## src/rtl/ctrl_matmul_seq_if.sv

```systemverilog
// Command and datapath-control bundle between the top-level command side and
// the matmul sequencer.
interface ctrl_matmul_seq_if #(
    parameter int ADDR_BW = 8,
    parameter int CNT_BW  = 8
) ();
    logic               start;
    logic [ADDR_BW-1:0] base_addr;
    logic [CNT_BW-1:0]  num_rows;
    logic               stall;
    logic               ub_rd_en;
    logic [ADDR_BW-1:0] ub_addr;
    logic               feed_valid;
    logic               out_valid;
    logic               busy;
    logic               done;

    modport master (
        output start, base_addr, num_rows, stall,
        input  ub_rd_en, ub_addr, feed_valid, out_valid, busy, done
    );

    modport slave (
        input  start, base_addr, num_rows, stall,
        output ub_rd_en, ub_addr, feed_valid, out_valid, busy, done
    );
endinterface

```

## src/rtl/ctrl_matmul_seq.sv

```systemverilog
// Sequencer for one matrix-multiply pass: streams UB row reads into data setup,
// then waits out the skew/array drain and aligns the output-row valid strobe.
//
// state   | meaning
// S_IDLE  | waiting for an accepted start
// S_FEED  | issuing UB row reads, one per non-stalled cycle
// S_DRAIN | waiting DRAIN_CYCLES+1 cycles for the last row to leave the array
// S_DONE  | one-cycle completion pulse
module ctrl_matmul_seq #(
    parameter int MATRIX_SIZE  = 8,
    parameter int ADDR_BW      = 8,
    parameter int CNT_BW       = 8,
    parameter int DRAIN_CYCLES = 2*MATRIX_SIZE-1
) (
    input  logic              clk,
    input  logic              rstn,
    ctrl_matmul_seq_if.slave  bus
);

    localparam int DR_BW = $clog2(DRAIN_CYCLES+1);

    typedef enum logic [1:0] {
        S_IDLE  = 2'd0,
        S_FEED  = 2'd1,
        S_DRAIN = 2'd2,
        S_DONE  = 2'd3
    } state_t;

    state_t                  state_q, state_d;
    logic [ADDR_BW-1:0]      addr_q, addr_d;
    logic [CNT_BW-1:0]       rem_q, rem_d;
    logic [DR_BW-1:0]        drain_q, drain_d;
    logic                    feed_q;
    logic [DRAIN_CYCLES-1:0] pipe_q, pipe_d;
    logic                    rd_en;

    always_ff @(posedge clk or negedge rstn) begin
        if (!rstn) begin
            state_q <= S_IDLE;
            addr_q  <= '0;
            rem_q   <= '0;
            drain_q <= '0;
            feed_q  <= 1'b0;
            pipe_q  <= '0;
        end else begin
            state_q <= state_d;
            addr_q  <= addr_d;
            rem_q   <= rem_d;
            drain_q <= drain_d;
            feed_q  <= rd_en;
            pipe_q  <= pipe_d;
        end
    end

    // rem_q counts reads still to issue; the address does not advance past
    // the final read so ub_addr keeps the last row address after FEED.
    always_comb begin
        state_d = state_q;
        addr_d  = addr_q;
        rem_d   = rem_q;
        drain_d = drain_q;
        rd_en   = 1'b0;
        case (state_q)
            S_IDLE: begin
                if (bus.start) begin
                    if (bus.num_rows != '0) begin
                        addr_d  = bus.base_addr;
                        rem_d   = bus.num_rows;
                        state_d = S_FEED;
                    end else begin
                        state_d = S_DONE;
                    end
                end
            end
            S_FEED: begin
                rd_en = !bus.stall;
                if (!bus.stall) begin
                    if (rem_q == CNT_BW'(1)) begin
                        rem_d   = '0;
                        drain_d = DR_BW'(DRAIN_CYCLES);
                        state_d = S_DRAIN;
                    end else begin
                        rem_d  = rem_q - CNT_BW'(1);
                        addr_d = addr_q + ADDR_BW'(1);
                    end
                end
            end
            S_DRAIN: begin
                if (drain_q == '0) begin
                    state_d = S_DONE;
                end else begin
                    drain_d = drain_q - DR_BW'(1);
                end
            end
            S_DONE: begin
                state_d = S_IDLE;
            end
            default: begin
                state_d = S_IDLE;
            end
        endcase
    end

    // Delay line models the skew stage plus array latency for each fed row.
    generate
        if (DRAIN_CYCLES == 1) begin : g_pipe1
            always_comb pipe_d = feed_q;
        end else begin : g_pipen
            always_comb pipe_d = {pipe_q[DRAIN_CYCLES-2:0], feed_q};
        end
    endgenerate

    assign bus.ub_rd_en   = rd_en;
    assign bus.ub_addr    = addr_q;
    assign bus.feed_valid = feed_q;
    assign bus.out_valid  = pipe_q[DRAIN_CYCLES-1];
    assign bus.busy       = (state_q != S_IDLE);
    assign bus.done       = (state_q == S_DONE);

endmodule

```

## src/flat_wrapper.sv

```systemverilog
// flat-port wrapper written by rule: the top's interface ports become plain ports
module ctrl_matmul_seq_flat 
#(
    parameter int MATRIX_SIZE  = 8,
    parameter int ADDR_BW      = 8,
    parameter int CNT_BW       = 8,
    parameter int DRAIN_CYCLES = 2*MATRIX_SIZE-1
)
  (clk, rstn, bus_start, bus_base_addr, bus_num_rows, bus_stall, bus_ub_rd_en, bus_ub_addr, bus_feed_valid, bus_out_valid, bus_busy, bus_done);
  ctrl_matmul_seq_if #(.ADDR_BW(ADDR_BW), .CNT_BW(CNT_BW)) bus_i ();
  input  logic clk;
  input  logic rstn;
  input wire logic [$bits(bus_i.start)-1:0] bus_start;
  input wire logic [$bits(bus_i.base_addr)-1:0] bus_base_addr;
  input wire logic [$bits(bus_i.num_rows)-1:0] bus_num_rows;
  input wire logic [$bits(bus_i.stall)-1:0] bus_stall;
  output wire logic [$bits(bus_i.ub_rd_en)-1:0] bus_ub_rd_en;
  output wire logic [$bits(bus_i.ub_addr)-1:0] bus_ub_addr;
  output wire logic [$bits(bus_i.feed_valid)-1:0] bus_feed_valid;
  output wire logic [$bits(bus_i.out_valid)-1:0] bus_out_valid;
  output wire logic [$bits(bus_i.busy)-1:0] bus_busy;
  output wire logic [$bits(bus_i.done)-1:0] bus_done;
  assign bus_i.start = bus_start;
  assign bus_i.base_addr = bus_base_addr;
  assign bus_i.num_rows = bus_num_rows;
  assign bus_i.stall = bus_stall;
  assign bus_ub_rd_en = bus_i.ub_rd_en;
  assign bus_ub_addr = bus_i.ub_addr;
  assign bus_feed_valid = bus_i.feed_valid;
  assign bus_out_valid = bus_i.out_valid;
  assign bus_busy = bus_i.busy;
  assign bus_done = bus_i.done;
  ctrl_matmul_seq #(.MATRIX_SIZE(MATRIX_SIZE), .ADDR_BW(ADDR_BW), .CNT_BW(CNT_BW), .DRAIN_CYCLES(DRAIN_CYCLES)) u_core (.clk(clk), .rstn(rstn), .bus(bus_i));
endmodule
```

## config.mk

```make
export PLATFORM = sky130hd
export DESIGN_NAME = ctrl_matmul_seq_flat
export DESIGN_NICKNAME = d
export VERILOG_FILES = /design/src/rtl/ctrl_matmul_seq_if.sv /design/src/rtl/ctrl_matmul_seq.sv /design/src/flat_wrapper.sv
export SDC_FILE = /design/constraint.sdc
export NUM_CORES = 1
export LEC_CHECK = 0
export ABC_AREA = 1
export ABC_CLOCK_PERIOD_IN_PS = 4010
export BUFFER_PORTS_ARGS = -buffer_cell sky130_fd_sc_hd__buf_2
export CORE_MARGIN = 2
export CORE_UTILIZATION = 63
export CTS_BUF_LIST = sky130_fd_sc_hd__clkbuf_4
export CTS_CLUSTER_SIZE = 40
export DETAILED_ROUTE_END_ITERATION = 10
export GPL_TIMING_DRIVEN = 0
export PLACE_DENSITY = 0.89
export SYNTH_ARGS = -nofsm -noshare
export SYNTH_HDL_FRONTEND = slang
export SYNTH_SLANG_ARGS = --single-unit
```

## constraint.sdc

```tcl
create_clock -name clk -period 4.01 [get_ports clk]
set_clock_uncertainty 0.2 [all_clocks]
set_input_delay 0.6015 -clock clk [delete_from_list [all_inputs] [get_ports clk]]
set_output_delay 0.6015 -clock clk [all_outputs]
set_load 0.03 [all_outputs]
```

==> results.sh <==
export IMPL_status="complete, no violations"
export IMPL_final_hold_violation_count=0
export IMPL_post_cts_setup_buffers=0
export IMPL_setup_tns_ns=0
export IMPL_cts_tree="done"
export IMPL_yosysWarnings=0
export IMPL_leakagePower_nw=1.36
export IMPL_rows=20
export IMPL_num_fill_cells=237
export IMPL_dp_cells=340
export IMPL_ys_flop_type="dfrtp_1"
export IMPL_yosysTopAreaCellShare=0.458
export IMPL_cts_hold_buffers=0
export IMPL_drv_cap=0
export IMPL_grt_pass1_wl_um=7260
export IMPL_p_switching_mw=1.02
export IMPL_vias=1844
export IMPL_min_period_ns=2.84
export IMPL_r2r_start="u_core.state_q[1]"
export IMPL_endpoint="bus_ub_rd_en"
export IMPL_cts_max_level=2
export IMPL_hp_class="primary input to asynchronous set/reset pin"
export IMPL_p_clk_frac=0.157
export IMPL_cp_max_fo=10
export IMPL_syn2layout_area_growth_pct=15.5
export IMPL_startpoint="u_core.state_q[1]"
export IMPL_finalCritPeriodShare=0.708
export IMPL_worst_path_max_delay_cell="dfrtp_1"
export IMPL_gp_congestion=0.865
export IMPL_finalMaxSlewViolations=0
export IMPL_finalWorstSetupSlack_ns=1.17
export IMPL_drt_pre_antenna_iters=5
export IMPL_p_int_mw=1.10
export IMPL_grt_overflow=0
export IMPL_cpPeakStageDelay_ns=0.44
export IMPL_crit_required_ns=3.21
export IMPL_dp_slack_ns=1.59
export IMPL_endpoint_kind="output pin"
export IMPL_layout_nets=332
export IMPL_power_density_nw_per_um2=884
export IMPL_grt_pass1_vias=1669
export IMPL_grt_antenna_before_repair=0
export IMPL_worst_pin_slew_ns=0.828
export IMPL_die_x_um=61.4
export IMPL_worstSetupPathType="register to output pin"
export IMPL_synthDistinctLibCells=29
export IMPL_clk_pin_slew_ns=0.13
export IMPL_syn_inst=264
export IMPL_diodes=0
export IMPL_hold_slack_ns=0.132
export IMPL_cp_common_cell="buf_2"
export IMPL_slew_headroom=0.448
export IMPL_core_um2=3100
export IMPL_setup_violations=0
export IMPL_place_area_um2=2290
export IMPL_ctsResizeCount=0
export IMPL_yosys_top_cells_count="114 x nand2_1, 38 x dfrtp_1, 22 x inv_1"
export IMPL_syn_avg_cell_area_um2=7.87
export IMPL_arrival_ns=2.04
export IMPL_r2r_end="u_core.bus.ub_addr[2]"
export IMPL_seqPwrFrac=0.319
export IMPL_synth_fp_nets=293
export IMPL_synth_edf_count=0
export IMPL_dp_hpwl_um=3200
export IMPL_yosysMostFrequentCell="nand2_1"
export IMPL_p_comb_frac=0.524
export IMPL_grtUsageTotal=0.268
export IMPL_yosys_area_top_type="dfrtp_1"
export IMPL_clockBufferDepth=2
export IMPL_reg2reg_depth=9
export IMPL_die_area_um2=3770
export IMPL_drc=0
export IMPL_switching_share=0.483
export IMPL_synthTopCellsByArea="dfrtp_1 46%, nand2_1 21%, ha_1 5.4%"
export IMPL_viasPerCell=5.30
export IMPL_fin_cells=348
export IMPL_final_area_um2=2400
export IMPL_wirelength_um=4470
export IMPL_ys_seq_area_frac=0.458
export IMPL_setup_worst_path_start_class="register"
export IMPL_avgRoutedWirePerCell_um=12.9
export IMPL_cts_sinks=38
export IMPL_ios=33
export IMPL_die_h_um=61.4
export IMPL_drive_above_1_share=0.211
export IMPL_rsz0062_at_grt="no"
export IMPL_peakVddDrop_uv=465
export IMPL_io_buffers=32
export IMPL_syn_area_um2=2080
export IMPL_r2r_slack_ns=2.08
export IMPL_initial_core_util=0.669
export IMPL_grt_max_degree=39
export IMPL_worstPathCellList="inv_1 > ha_1 > inv_2 > buf_2 > nor2_1 > buf_2"
export IMPL_synth_seq_cells=38
export IMPL_cts_buffers=5
export IMPL_drt_iter0_drc=145
export IMPL_root_buffer="clkbuf_4"
export IMPL_synth_async_reset_ratio=1.00
export IMPL_max_freq_mhz=352
export IMPL_detail_route_antenna_nets=0
export IMPL_clk_latency_ns=0.35
## registers in the layout, indices dropped and copies added, names as in the netlist
register / flops
u_core.pipe_q: 15
u_core.rem_q: 8
u_core.state_q: 2
u_core.bus.ub_addr: 8
u_core.drain_q: 4
u_core.bus.feed_valid: 1
## placed cells by master (no fill, tap or decap), drive strengths merged, types with 4 or more instances in the layout
cell type	instances
nand2	120
dfrtp	38
buf	34
inv	26
nor2	24
o21ai	16
nand3	15
ha	9
clkbuf	5
nand4	4
## through the flow
stage / power [mW] / utilization
CTS: 2.12 / 0.773
finish: 2.12 / 0.773
global route: 2.30 / 0.773
global placement: 1.73 / 0.739
floorplan: 1.51 / -
detailed placement: 1.79 / 0.739
## cell type report
class                      instances  area [um^2]  area share
inverter                          26          105      0.0438
sequential                        38          951       0.396
clock buffer                       5         37.5      0.0156
tap                               44         55.1      0.0230
timing repair buffer              32          160      0.0668
clock inverter                     3         68.8      0.0287
buffer                             2         10.0     0.00417
multi-input combinational        198         1010       0.421
## metal layers
metal  part of all wire  up-vias  global-route usage
met1               0.44      868               0.333
met5                  0        -                   0
li1                   -      902                   -
met3              0.055        6              0.0567
met2               0.50       68               0.464
met4             0.0087        0              0.0973
## how the worst min path moves through the flow
| stage | endpoint | slack [ns] |
|---|---|---|
| 2_1_floorplan | u_core.bus.feed_valid | 0.11 |
| 3_5_place_dp | u_core.pipe_q[11] | 0.14 |
| 4_1_cts | u_core.rem_q[0] | 0.14 |
| 5_1_grt | u_core.pipe_q[14] | 0.17 |
| 3_3_place_gp | u_core.pipe_q[1] | 0.13 |
| 6_report | u_core.rem_q[0] | 0.13 |
## critical path, delay by kind of cell, from the launching register on
family,cells,cell delay [ns]
adders and majority gates,1,0.36
buffers and inverters,4,0.75
DFF,1,0.44
and+or+nand+nor,1,0.14
## kinds of logic after synthesis
logic type                 after synthesis  share of synthesized area
xor gates and xnor gates                 3                     0.0127
buffers and inverters                   28                     0.0554
and+or+nand+nor                        166                      0.366
muxes                                    1                    0.00482
AOI/OAI and AO/OA                       19                     0.0488
adders and majority gates                9                     0.0542
DFF                                     38                      0.458
## power by group through the flow
stage | sequential, mW | clock [mW] | combinational, mW
after floorplan | 0.734 | 0 | 0.773
after CTS | 0.675 | 0.339 | 1.11
after detailed placement | 0.680 | 0 | 1.11
after global routing | 0.692 | 0.356 | 1.25
final | 0.677 | 0.333 | 1.11
after global placement | 0.674 | 0 | 1.05
(Power assumes the default switching activity.)
